$ cat src/rtl/s713_bist_ctrl_if.sv
// Tester-side signal bundle of the s713 BIST controller: test control, status,
// signature readout and the pattern/response paths to the s713 instance.
interface s713_bist_ctrl_if;
    logic        start;
    logic        abort;
    logic [34:0] seed;
    logic [22:0] dut_po;
    logic [34:0] dut_pi;
    logic        dut_cken;
    logic        busy;
    logic        done;
    logic [22:0] sig;
    logic        pass;

    modport master (
        output start, abort, seed, dut_po,
        input  dut_pi, dut_cken, busy, done, sig, pass
    );

    modport slave (
        input  start, abort, seed, dut_po,
        output dut_pi, dut_cken, busy, done, sig, pass
    );
endinterface

$ cat src/rtl/s713_bist_ctrl.sv
// BIST sequencer for s713: zero-input flush, LFSR pattern run, 23-bit MISR
// compaction of the primary outputs and comparison against a golden signature.
module s713_bist_ctrl #(
    parameter int unsigned NPAT     = 256,
    parameter int unsigned INIT_CYC = 4,
    parameter logic [22:0] GOLDEN   = 23'h000000
) (
    input  logic             ck,
    input  logic             rn,
    s713_bist_ctrl_if.slave  bus
);

    typedef enum logic [1:0] {
        S_IDLE = 2'd0,
        S_INIT = 2'd1,
        S_RUN  = 2'd2,
        S_DONE = 2'd3
    } state_t;

    localparam logic [15:0] INIT_LAST = 16'(INIT_CYC - 1);
    localparam logic [15:0] RUN_LAST  = 16'(NPAT - 1);

    state_t      state, state_nxt;
    logic [34:0] lfsr,  lfsr_nxt;
    logic [22:0] misr,  misr_nxt;
    logic [15:0] cnt,   cnt_nxt;

    // NOTE: combinational blocks use blocking '=' and assign every target a
    // default first; otherwise a path that skips an assignment infers a latch.
    always_comb begin
        state_nxt = state;
        lfsr_nxt  = lfsr;
        misr_nxt  = misr;
        cnt_nxt   = cnt;
        if (bus.abort) begin
            state_nxt = S_IDLE;
        end else begin
            unique case (state)
                S_IDLE, S_DONE: begin
                    if (bus.start) begin
                        state_nxt = S_INIT;
                        lfsr_nxt  = (bus.seed == '0) ? 35'h1 : bus.seed;
                        misr_nxt  = '0;
                        cnt_nxt   = '0;
                    end
                end
                S_INIT: begin
                    if (cnt == INIT_LAST) begin
                        state_nxt = S_RUN;
                        cnt_nxt   = '0;
                    end else begin
                        cnt_nxt = cnt + 16'd1;
                    end
                end
                S_RUN: begin
                    // The vector on dut_pi this cycle and its settled response
                    // are absorbed on the same edge.
                    lfsr_nxt = {lfsr[33:0], lfsr[34] ^ lfsr[32]};
                    misr_nxt = {misr[21:0], misr[22] ^ misr[17]} ^ bus.dut_po;
                    cnt_nxt  = cnt + 16'd1;
                    if (cnt == RUN_LAST) state_nxt = S_DONE;
                end
                default: state_nxt = S_IDLE;
            endcase
        end
    end

    // NOTE: sequential state uses non-blocking '<=' so every register samples
    // pre-edge values; the async clear covers all of it, there is no memory here.
    always_ff @(posedge ck or negedge rn) begin
        if (!rn) begin
            state <= S_IDLE;
            lfsr  <= 35'h1;
            misr  <= '0;
            cnt   <= '0;
        end else begin
            state <= state_nxt;
            lfsr  <= lfsr_nxt;
            misr  <= misr_nxt;
            cnt   <= cnt_nxt;
        end
    end

    // All outputs decode registered state only.
    assign bus.dut_pi   = (state == S_RUN) ? lfsr : '0;
    assign bus.dut_cken = (state == S_INIT) || (state == S_RUN);
    assign bus.busy     = (state == S_INIT) || (state == S_RUN);
    assign bus.done     = (state == S_DONE);
    assign bus.sig      = misr;
    assign bus.pass     = (state == S_DONE) && (misr == GOLDEN);

endmodule

$ cat src/flat_wrapper.sv
// flat-port wrapper written by rule: the top's interface ports become plain ports
module s713_bist_ctrl_flat 
#(
    parameter int unsigned NPAT     = 256,
    parameter int unsigned INIT_CYC = 4,
    parameter logic [22:0] GOLDEN   = 23'h000000
)
  (ck, rn, bus_start, bus_abort, bus_seed, bus_dut_po, bus_dut_pi, bus_dut_cken, bus_busy, bus_done, bus_sig, bus_pass);
  s713_bist_ctrl_if bus_i ();
  input  logic ck;
  input  logic rn;
  input wire logic [$bits(bus_i.start)-1:0] bus_start;
  input wire logic [$bits(bus_i.abort)-1:0] bus_abort;
  input wire logic [$bits(bus_i.seed)-1:0] bus_seed;
  input wire logic [$bits(bus_i.dut_po)-1:0] bus_dut_po;
  output wire logic [$bits(bus_i.dut_pi)-1:0] bus_dut_pi;
  output wire logic [$bits(bus_i.dut_cken)-1:0] bus_dut_cken;
  output wire logic [$bits(bus_i.busy)-1:0] bus_busy;
  output wire logic [$bits(bus_i.done)-1:0] bus_done;
  output wire logic [$bits(bus_i.sig)-1:0] bus_sig;
  output wire logic [$bits(bus_i.pass)-1:0] bus_pass;
  assign bus_i.start = bus_start;
  assign bus_i.abort = bus_abort;
  assign bus_i.seed = bus_seed;
  assign bus_i.dut_po = bus_dut_po;
  assign bus_dut_pi = bus_i.dut_pi;
  assign bus_dut_cken = bus_i.dut_cken;
  assign bus_busy = bus_i.busy;
  assign bus_done = bus_i.done;
  assign bus_sig = bus_i.sig;
  assign bus_pass = bus_i.pass;
  s713_bist_ctrl #(.NPAT(NPAT), .INIT_CYC(INIT_CYC), .GOLDEN(GOLDEN)) u_core (.ck(ck), .rn(rn), .bus(bus_i));
endmodule
$ cat config.mk
export PLATFORM = sky130hd
export DESIGN_NAME = s713_bist_ctrl_flat
export DESIGN_NICKNAME = d
export VERILOG_FILES = /design/src/rtl/s713_bist_ctrl_if.sv /design/src/rtl/s713_bist_ctrl.sv /design/src/flat_wrapper.sv
export SDC_FILE = /design/constraint.sdc
export NUM_CORES = 1
export LEC_CHECK = 0
export BUFFER_PORTS_ARGS = -buffer_cell sky130_fd_sc_hd__buf_2
export CORE_MARGIN = 2
export CORE_UTILIZATION = 45
export CTS_CLUSTER_SIZE = 24
export DETAILED_ROUTE_END_ITERATION = 12
export GPL_TIMING_DRIVEN = 1
export PLACE_DENSITY_LB_ADDON = 0.15
export SYNTH_ARGS = -nofsm -noshare
export SYNTH_HDL_FRONTEND = slang
export SYNTH_SLANG_ARGS = --single-unit
$ cat constraint.sdc
create_clock -name ck -period 2.2 [get_ports ck]
set_clock_uncertainty 0.2 [all_clocks]
set_input_delay 0.11 -clock ck [delete_from_list [all_inputs] [get_ports ck]]
set_output_delay 0.11 -clock ck [all_outputs]
set_load 0.01 [all_outputs]
==> reports/results.ini, run 1 <==
[die]
rows = 34
die_height_microns = 99.1
io_pins = 124
fp.dieW_microns = 99.1
start_util_pct = 46.5
die-area_sq_um = 9830
design.core.area_sq_um = 8760

[power_and_ir_drop]
combPwrFrac_pct = 44.2
p_int_mw = 3.77
p_switching_mw = 2.33
p_per_area_nw_per_um2 = 1020
power_frac_seq_pct = 35.7
switching_share_pct = 38.2
clockPowerShare_pct = 20.1
power_leakage_nw = 2.92
vdd_drop_max_mv = 0.510

[synthesis]
synth_edf_count = 0
ys_types = 44
synth-main-ff-cell = dfrtp_1
ys_seq_elements = 76
synth_seq_area_share_pct = 46.7
synth_top_area_share_pct = 46.1
synth_top_area_cell = dfrtp_1
syn_area_sq_um = 4070
synth_warnings = 0
ys_async_sr_fraction_pct = 100
synthTopCellsByArea = dfrtp_1 46%, a221o_1 6.6%, and2_1 5.4%
syn-num-nets = 482
postSynthCellCount = 415
synth_area_per_cell_sq_um = 9.81

[finish]
antennaDiodeCount = 0
final_cells = 731
final_core_util_pct = 68.0
fin_area_sq_um = 5960
syn2layout_area_growth_pct = 46.4
drive_gt1_share_pct = 32.6
finalNetCount = 685

[clock_tree]
cts_max_path_buffers = 2
clkTransAtPathRegs_ns = 0.09
htreeDepth = 3
cts.sink_count = 76
cts_tree = yes
cts_made_buffers = 9
clkLatencyLatePin_ns = 0.35
root_buffer = clkbuf_8

[worst_setup_path]
crit_arrival_ns = 2.28
path_cells = or4_4, o41ai_4, a211o_4, o21ai_1, a22o_1
critPathKind = reg -> reg
worstPathMaxFanout = 14
cp_slowest_cell = or4_4
cp-end-kind = register
cp-start-kind = register
cpPeakStageDelay_ns = 0.54
worstPathRequired_ns = 2.25

[run_status]
status = finished, violations left
violations = negative setup slack

[timing]
setup-violations-final = 3
hold_viol_final = 0
maxSlewViolCount = 0
worst_pin_slew_ns = 0.627
fin_crit_ns = 2.23
rsz0062_at_grt = yes
max_freq_mhz = 448
max_slew_margin_pct = 58.1
min_period_over_period_pct = 102
setup_ws_ns = -0.0335

[placed_design]
port_buffers = 123
hpwl_microns = 7470
gp_congestion = 0.866
dp_cells = 649
place_area_sq_um = 4980

[route]
ant_nets = 0
drc_errors = 0
viasPerCell = 5.61
wire_per_inst_microns = 16.5
drt-total-wl_microns = 12100
vias = 4103
dr.pass1.iters = 5
drt-initial-drc-count = 243

[global_route]
overflow = 0
grt_pass1_vias = 3953
grt_pass1_wl_microns = 18900
grtUsageTotal_pct = 24.0
antenna_found_initial = 0
grt_start_max_net_pins = 74

[flow_run]
cap_violations = 0

[worst_hold_path]
hold_class = in -> async

-- synth_stat cells (2+ instances only) --
cell	n
dfrtp_1	75
nand2_1	45
and2_1	35
and3_1	30
a221o_1	27
xnor2_1	25
clkbuf_1	24
o31ai_1	23
nand3_1	15
nor4_1	14
o21ai_0	13
a21oi_1	10
inv_1	10
nor2_1	10
nand4_1	7
ha_1	5
nor3_1	4
o311ai_0	4
a22o_1	3
or3_2	3
xor2_1	3
a211oi_1	2
buf_6	2
mux2i_1	2
nand2b_1	2
o21ai_1	2
or2_2	2
or4_4	2
-- critical path: cells and delay by family (launching register included) --
kind               cells  cell delay (ns)
AOI/OAI and AO/OA      4             0.99
and+or+nand+nor        1             0.54
DFF                    1             0.39
-- power by group through the flow --
stage               Clock (mW)  Sequential [mW]  Combinational [mW]
floorplan                    0             2.16                1.54
global placement             0             2.17                2.33
detailed placement           0             2.16                2.39
CTS                       1.25             2.16                2.56
global route              1.31             2.23                2.94
finish                    1.23             2.18                2.69
-- worst paths after layout --
path	startpoint	to	slack [ns]	cells after the start
setup / recovery	u_core.cnt[12]	u_core.cnt[2]	-0.03	5
hold / removal	rn	u_core.bus.sig[15]	0.01	2
setup reg to reg	u_core.cnt[12]	u_core.cnt[2]	-0.03	5
hold reg to reg	u_core.lfsr[33]	u_core.lfsr[33]	0.28	2
max in group asynchronous	rn	u_core.lfsr[0]	1.14	3
min in group ck	bus_start	u_core.state[0]	0.24	6
-- metal layers --
| metal | vias up | part of all wire [%] | GRT usage (%) |
|---|---|---|---|
| met5 | - | 0 | 0 |
| met4 | 0 | 2.3 | 10.2 |
| met3 | 24 | 5.7 | 3.44 |
| met2 | 147 | 48 | 38.4 |
| met1 | 1991 | 44 | 32.8 |
| li1 | 1941 | - | - |
-- metrics by stage --
stage,hold slack (ns),total power [mW],TNS (ns),setup slack [ns]
floorplan,-0.386,3.70,-0.382,-0.0300
global route,0.0659,6.47,-1.34,-0.131
finish,0.0115,6.10,-0.0759,-0.0335
CTS,0.0281,5.97,-0.191,-0.0480
global placement,-0.121,4.50,-3.84,-0.141
detailed placement,-0.126,4.56,-4.82,-0.179
-- sequential cells by signal, indices dropped and copies added (netlist names) --
| register | cells |
|---|---|
| u_core.lfsr | 35 |
| u_core.state | 2 |
| u_core.cnt | 16 |
| u_core.bus.sig | 23 |
-- cell type report --
cell class,instances,area (sq um)
Fill cell,692,2800
Timing Repair Buffer,220,1560
Sequential cell,76,1900
Multi-Input combinational cell,301,2090
Clock inverter,6,95.1
Inverter,10,37.5
Tap cell,108,135
Clock buffer,10,138
-- cells in the final DEF (no fill, tap or decap), types with 3 or more instances in the layout --
cell,instances
buf_2,122
nand4_1,7
o21ai_0,9
nand2_1,44
nor4_1,14
nand3_2,3
dlygate4sd3_1,60
nand3_1,12
xor2_1,3
clkinv_4,3
and3_1,30
a22o_1,3
xnor2_1,25
a21oi_2,4
inv_1,10
clkbuf_8,10
nor2_1,10
o31ai_1,23
buf_4,34
a21oi_1,6
o311ai_1,5
ha_1,3
a221o_1,27
dfrtp_1,75
or3_2,3
nor3_1,3
o21ai_1,5
and2_1,35
-- timing repair --
item | in CTS | in global routing
pin swaps | 2 | 6
endpoints found under the hold margin | 135 | 0
endpoints found under the setup margin | 38 | 70
gates resized for setup | 15 | 11
cloned | 1 | 1
buffers inserted | 2 | 2
hold buffers | 60 | 0
-- kinds of logic (layout without fill, tap and decap cells) --
group           count (synthesis)  in the layout  synth area share (%)
xor+xnor                       28             28                  6.02
buf+inv                        39            246                  4.09
fa+ha+maj                       5              5                  1.54
simple gates                  175            176                  23.6
compound gates                 90             90                  17.6
mux                             2              2                 0.492
flops                          76             76                  46.7
No activity file was read; power rests on OpenSTA's default activity.
==> run 2: changes to the inputs <==
- CTS_CLUSTER_DIAMETER: not set -> 60
- PLACE_DENSITY: not set -> 0.85
- PLACE_DENSITY_LB_ADDON: 0.15 -> not set
==> reports/results.ini, run 2 (synthesized netlist as in run 1, its figures left out) <==
[finish]
finalNetCount = 691  ; +0.88%
syn2layout_area_growth_pct = 47.5
final_common_cell = buf_2
fin_area_sq_um = 6010  ; +0.76%
drive_gt1_share_pct = 33.2  ; +0.64 points
layout_common_cells = 122 x buf_2, 75 x dfrtp_1, 60 x dlygate4sd3_1
fillers = 608  ; -12%
multi_input_area_sq_um = 2090  ; about the same
largest_reg_flops = 35  ; unchanged
regArea_sq_um = 1900  ; unchanged
antennaDiodeCount = 0  ; unchanged
largest_register = u_core.lfsr

[worst_setup_path]
critPathKind = reg -> reg
crit_buf_inv = 1  ; +1
cp-start-kind = register
rr_worst_depth = 5  ; unchanged
r2r-start = u_core.cnt[13]
worstPathRequired_ns = 2.26  ; about the same
rr_endpoint = u_core.cnt[2]
cp-end-kind = register
worstPathMaxFanout = 7  ; -7
cpPeakStageDelay_ns = 0.57  ; +0.03 ns
ff2ff_setup_slack_ns = -0.08  ; -0.05 ns
crit_arrival_ns = 2.34  ; +0.06 ns
path_cells = or4_4, o41ai_4, a211oi_2, buf_4, a22o_1
cp_top_family = compound AO/OA/AOI/OAI gates
cp_slowest_cell = or4_4

[timing]
min_period_over_period_pct = 104  ; +2.1 points
hold_viol_final = 0  ; unchanged
rsz0062_at_grt = yes
fin_crit_ns = 2.28  ; +0.0455 ns
max_freq_mhz = 439  ; -2.0%
setup_ws_ns = -0.0789  ; -0.0455 ns
final.setup.tns_ns = -0.550  ; -0.474 ns
worst_pin_slew_ns = 0.535  ; -0.0913 ns
max_slew_margin_pct = 64.3  ; +6.2 points
maxSlewViolCount = 0  ; unchanged
setup-violations-final = 15  ; +12

[power_and_ir_drop]
p_int_mw = 3.79  ; +0.64%
p_per_area_nw_per_um2 = 1050  ; +2.2%
p_switching_mw = 2.49  ; +6.8%
clockPowerShare_pct = 19.3  ; -0.8 points
power_leakage_nw = 2.95  ; +0.96%
vdd_drop_max_mv = 0.659  ; +29%
power_frac_seq_pct = 35.2  ; -0.5 points
power_mw = 6.28  ; +3.0%
combPwrFrac_pct = 45.6  ; +1.4 points
switching_share_pct = 39.6  ; +1.4 points

[worst_hold_path]
hold_class = in -> async

[global_route]
grt_pass1_wl_microns = 21300  ; +12%
grtUsageTotal_pct = 27.1  ; +3.2 points
grt_start_max_net_pins = 67  ; -9.5%
antenna_found_initial = 0  ; unchanged
overflow = 0  ; unchanged
grt_pass1_vias = 4211  ; +6.5%

[die]
rows = 34  ; unchanged
die-area_sq_um = 9830  ; unchanged
die_height_microns = 99.1  ; unchanged
io_pins = 124  ; unchanged
fp.dieW_microns = 99.1  ; unchanged
design.core.area_sq_um = 8760  ; unchanged
start_util_pct = 46.5  ; unchanged

[placed_design]
gp_congestion = 0.838  ; -3.2%
port_buffers = 123  ; unchanged
place_area_sq_um = 5020  ; +0.85%
dp_worst_setup_slack_ns = -0.221  ; -0.0422 ns
hpwl_microns = 8020  ; +7.3%

[route]
vias = 4341  ; +5.8%
drt-initial-drc-count = 351  ; +44%
drc_errors = 0  ; unchanged
dr.pass1.iters = 5  ; unchanged
viasPerCell = 5.89  ; +4.9%
drt-total-wl_microns = 13800  ; +15%
wire_per_inst_microns = 18.8  ; +14%
ant_nets = 0  ; unchanged

[clock_tree]
cts_made_buffers = 9  ; unchanged
clkTransAtPathRegs_ns = 0.10  ; about the same
cts.sink_count = 76  ; unchanged
cts_max_path_buffers = 2  ; unchanged
cts_tree = yes
root_buffer = clkbuf_8
clkLatencyLatePin_ns = 0.37  ; +0.02 ns
htreeDepth = 3  ; unchanged

[run_status]
status = finished, violations left
violations = negative setup slack

[flow_run]
cap_violations = 0  ; unchanged

[run 2: power by group through the flow]
stage	registers [mW]	clock network [mW]	logic, mW
final	2.21	1.21	2.86
after global routing	2.25	1.28	3.07
after CTS	2.16	1.21	2.63
after detailed placement	2.18	0	2.44
after global placement	2.16	0	2.34
after floorplan	2.16	0	1.54
[run 2: final cells by class]
type                    instances  area share (%)
well taps                     108            2.25
clock buffers                   9            2.06
multi-input cells             301            34.8
inverters                      10           0.625
repair buffers                226            26.9
flip-flops and latches         76            31.7
clock inverters                 7            1.65
[run 2: worst max-delay path by stage]
stage,from,endpoint,slack [ns],cells after the start
after global routing,u_core.cnt[9],u_core.cnt[4],-0.14,6
final,u_core.cnt[13],u_core.cnt[2],-0.08,5
after global placement,u_core.state[0],u_core.lfsr[0],-0.08,7
after floorplan,u_core.state[0],u_core.lfsr[33],-0.03,8
after detailed placement,u_core.state[0],u_core.lfsr[12],-0.22,7
after CTS,u_core.cnt[15],u_core.cnt[12],-0.06,6
[run 2: worst register-to-register path: stages, from the launching register on]
cell      delay [ns]
dfrtp_1         0.38
or4_4           0.57
o41ai_4         0.46
a211oi_2        0.14
buf_4           0.19
a22o_1          0.23
[run 2: what timing repair did]
action / CTS / global route
setup buffers: 3 / 3
hold buffers: 60 / 0
endpoints found under the hold margin: 135 / 0
gates resized for setup: 3 / 24
setup endpoints to repair: 41 / 71
cloned: 1 / 1
pin swaps: 2 / 8
[run 2: metrics by stage]
| stage | instances | util (%) | hold slack, ns |
|---|---|---|---|
| 3_3_place_gp | 653 | 57.3 | -0.0808 |
| 2_1_floorplan | 415 | - | -0.386 |
| 4_1_cts | 733 | 67.3 | 0.0693 |
| 3_5_place_dp | 653 | 57.3 | -0.0806 |
| 6_report | 737 | 68.5 | 0.0460 |
| 5_1_grt | 737 | 68.5 | 0.0844 |
[run 2: routing by layer]
layer / global-route usage, % / wire length [microns] / vias up
li1: - / - / 1950
met1: 36.1 / 5490 / 2078
met2: 44.6 / 6690 / 282
met3: 5.48 / 1350 / 31
met4: 9.17 / 292 / 0
met5: 0 / 0 / -
==> run 3: changes to the inputs <==
- GPL_TIMING_DRIVEN: 1 -> 0
==> reports/results.ini, run 3 (synthesized netlist as in run 1, its figures left out) <==
[run_status]
status = finished, violations left
violations = negative setup slack

[finish]
finalNetCount = 701  ; +1.4%
largest_reg_flops = 35  ; unchanged
syn2layout_area_growth_pct = 48.8
final_cells = 747  ; +1.4%
largest_register = u_core.lfsr
drive_gt1_share_pct = 35.5  ; +2.3 points
final_common_cell = buf_2
antennaDiodeCount = 0  ; unchanged
layout_common_cells = 122 x buf_2, 73 x dfrtp_1, 60 x dlygate4sd3_1
fillers = 575  ; -5.4%

[power_and_ir_drop]
p_per_area_nw_per_um2 = 1010  ; -3.5%
clockPowerShare_pct = 16.3  ; -3.0 points
power_mw = 6.12  ; -2.6%
combPwrFrac_pct = 47.8  ; +2.2 points
switching_share_pct = 40.7  ; +1.0 points
power_frac_seq_pct = 35.8  ; +0.6 points
vdd_drop_max_mv = 0.538  ; -18%
p_int_mw = 3.63  ; -4.3%
p_switching_mw = 2.49  ; about the same
power_leakage_nw = 2.95  ; about the same

[placed_design]
dp_cells = 647  ; -0.92%
gp_congestion = 0.846  ; +0.93%
hpwl_microns = 8270  ; +3.2%
port_buffers = 123  ; unchanged

[timing]
maxSlewViolCount = 0  ; unchanged
min_period_over_period_pct = 107  ; +3.1 points
rsz0062_at_grt = yes
setup-violations-final = 17  ; +2
setup_ws_ns = -0.148  ; -0.0686 ns
max_freq_mhz = 426  ; -2.9%
hold_viol_final = 0  ; unchanged
fin_crit_ns = 2.35  ; +0.0686 ns
max_slew_margin_pct = 50.5  ; -14 points
worst_pin_slew_ns = 0.737  ; +0.202 ns

[die]
io_pins = 124  ; unchanged
die-area_sq_um = 9830  ; unchanged
rows = 34  ; unchanged
die_height_microns = 99.1  ; unchanged
start_util_pct = 46.5  ; unchanged
design.core.area_sq_um = 8760  ; unchanged
fp.dieW_microns = 99.1  ; unchanged

[worst_hold_path]
hold_class = in -> reg
holdPathStages = 4

[clock_tree]
cts_max_path_buffers = 2  ; unchanged
cts_tree = yes
cts.sink_count = 76  ; unchanged
cts_made_buffers = 9  ; unchanged
clkTransAtPathRegs_ns = 0.09  ; about the same
clkLatencyLatePin_ns = 0.36  ; about the same
htreeDepth = 3  ; unchanged
root_buffer = clkbuf_8

[route]
viasPerCell = 6.02  ; +2.3%
wire_per_inst_microns = 19.1  ; +1.8%
ant_nets = 0  ; unchanged
drc_errors = 0  ; unchanged
vias = 4500  ; +3.7%
dr.pass1.iters = 5  ; unchanged
drt-total-wl_microns = 14300  ; +3.2%
drt-initial-drc-count = 485  ; +38%

[worst_setup_path]
crit_buf_inv = 1  ; unchanged
cp-end-kind = register
worstPathMaxFanout = 6  ; -1
worstPathRequired_ns = 2.24  ; -0.02 ns
path_depth = 6  ; +1
crit_arrival_ns = 2.38  ; +0.04 ns
critPathKind = reg -> reg
cpPeakStageDelay_ns = 0.58  ; about the same
cp_top_family = compound AO/OA/AOI/OAI gates
path_cells = or4_4, o41ai_4, a211o_2, buf_6, o21ai_2, a22o_1
cp-start-kind = register
cp_slowest_cell = or4_4
rr_worst_depth = 6  ; +1

[flow_run]
cap_violations = 0  ; unchanged

[global_route]
grtUsageTotal_pct = 26.9  ; -0.21 points
grt_pass1_wl_microns = 21300  ; +0.16%
grt_pass1_vias = 4317  ; +2.5%
grt_start_max_net_pins = 75  ; +12%
antenna_found_initial = 0  ; unchanged
overflow = 0  ; unchanged

-- run 3: changes by cell type in the layout (fill, tap and decap cells not counted), moves of 3 or more --
| cell | before | now |
|---|---|---|
| nor4_2 | 0 | 3 |
| clkbuf_1 | 0 | 6 |
| clkbuf_8 | 9 | 12 |
| buf_4 | 37 | 26 |
| o311ai_1 | 5 | 2 |
| clkbuf_2 | 0 | 13 |
| clkbuf_4 | 0 | 4 |
| nor4_1 | 14 | 11 |
-- run 3: layer usage --
layer / vias up / wire [microns] / global-route usage, %
met4: 0 / 310 / 9.17
met3: 42 / 1320 / 5.06
met2: 309 / 7040 / 45.2
li1: 1971 / - / -
met5: - / 0 / 0
met1: 2178 / 5600 / 35.2
-- run 3: metrics by stage --
| step | setup slack [ns] | setup TNS [ns] | hold slack (ns) | utilization [%] | cell area (sq um) |
|---|---|---|---|---|---|
| finish | -0.148 | -1.86 | 0.0604 | 69.2 | 6060 |
| global placement | -0.464 | -21.81 | 0.142 | 55.2 | 4840 |
| detailed placement | -0.559 | -26.88 | -0.286 | 55.5 | 4870 |
| CTS | -0.147 | -1.11 | 0.0504 | 67.3 | 5900 |
| floorplan | -0.0300 | -0.382 | -0.386 | - | 4090 |
| global route | -0.191 | -3.02 | 0.0791 | 69.2 | 6060 |
-- run 3: what timing repair did --
item	in CTS	in global routing
setup endpoints to repair	105	89
hold buffers	60	0
endpoints found under the hold margin	135	0
resized for setup	44	36
setup buffers	15	8
pin swaps	10	5
cloned	0	1
-- run 3: power groups by stage --
stage                     logic, mW  registers, mW  clock network (mW)
after floorplan                1.54           2.16                   0
after global placement         2.29           2.17                   0
after detailed placement       2.37           2.20                   0
after CTS                      2.75           2.16               0.984
after global routing           3.16           2.24                1.07
final                          2.93           2.19               0.998
-- run 3: worst paths after layout --
path / from / to / slack, ns
max in group asynchronous: rn / u_core.lfsr[20] / 1.22
min in group asynchronous: rn / u_core.lfsr[25] / 0.09
worst max register to register: u_core.cnt[9] / u_core.cnt[2] / -0.15
worst min-delay path: bus_dut_po[0] / u_core.bus.sig[0] / 0.06
worst min register to register: u_core.lfsr[18] / u_core.lfsr[18] / 0.28
worst max-delay path: u_core.cnt[9] / u_core.cnt[2] / -0.15
-- run 3: worst register-to-register path: stages, from the launching register on --
cell	delay, ns
dfrtp_1	0.42
or4_4	0.58
o41ai_4	0.42
a211o_2	0.21
buf_6	0.13
o21ai_2	0.06
a22o_1	0.20
-- run 3: layout make-up --
type	count	area [sq um]	share of cell area [%]
multi-input cells	300	2190	36.1
clock inverters	4	23.8	0.392
clock buffers	12	155	2.56
flip-flops and latches	76	1910	31.4
inverters	10	37.5	0.619
well taps	108	135	2.23
plain buffers	29	180	2.97
repair buffers	208	1440	23.7
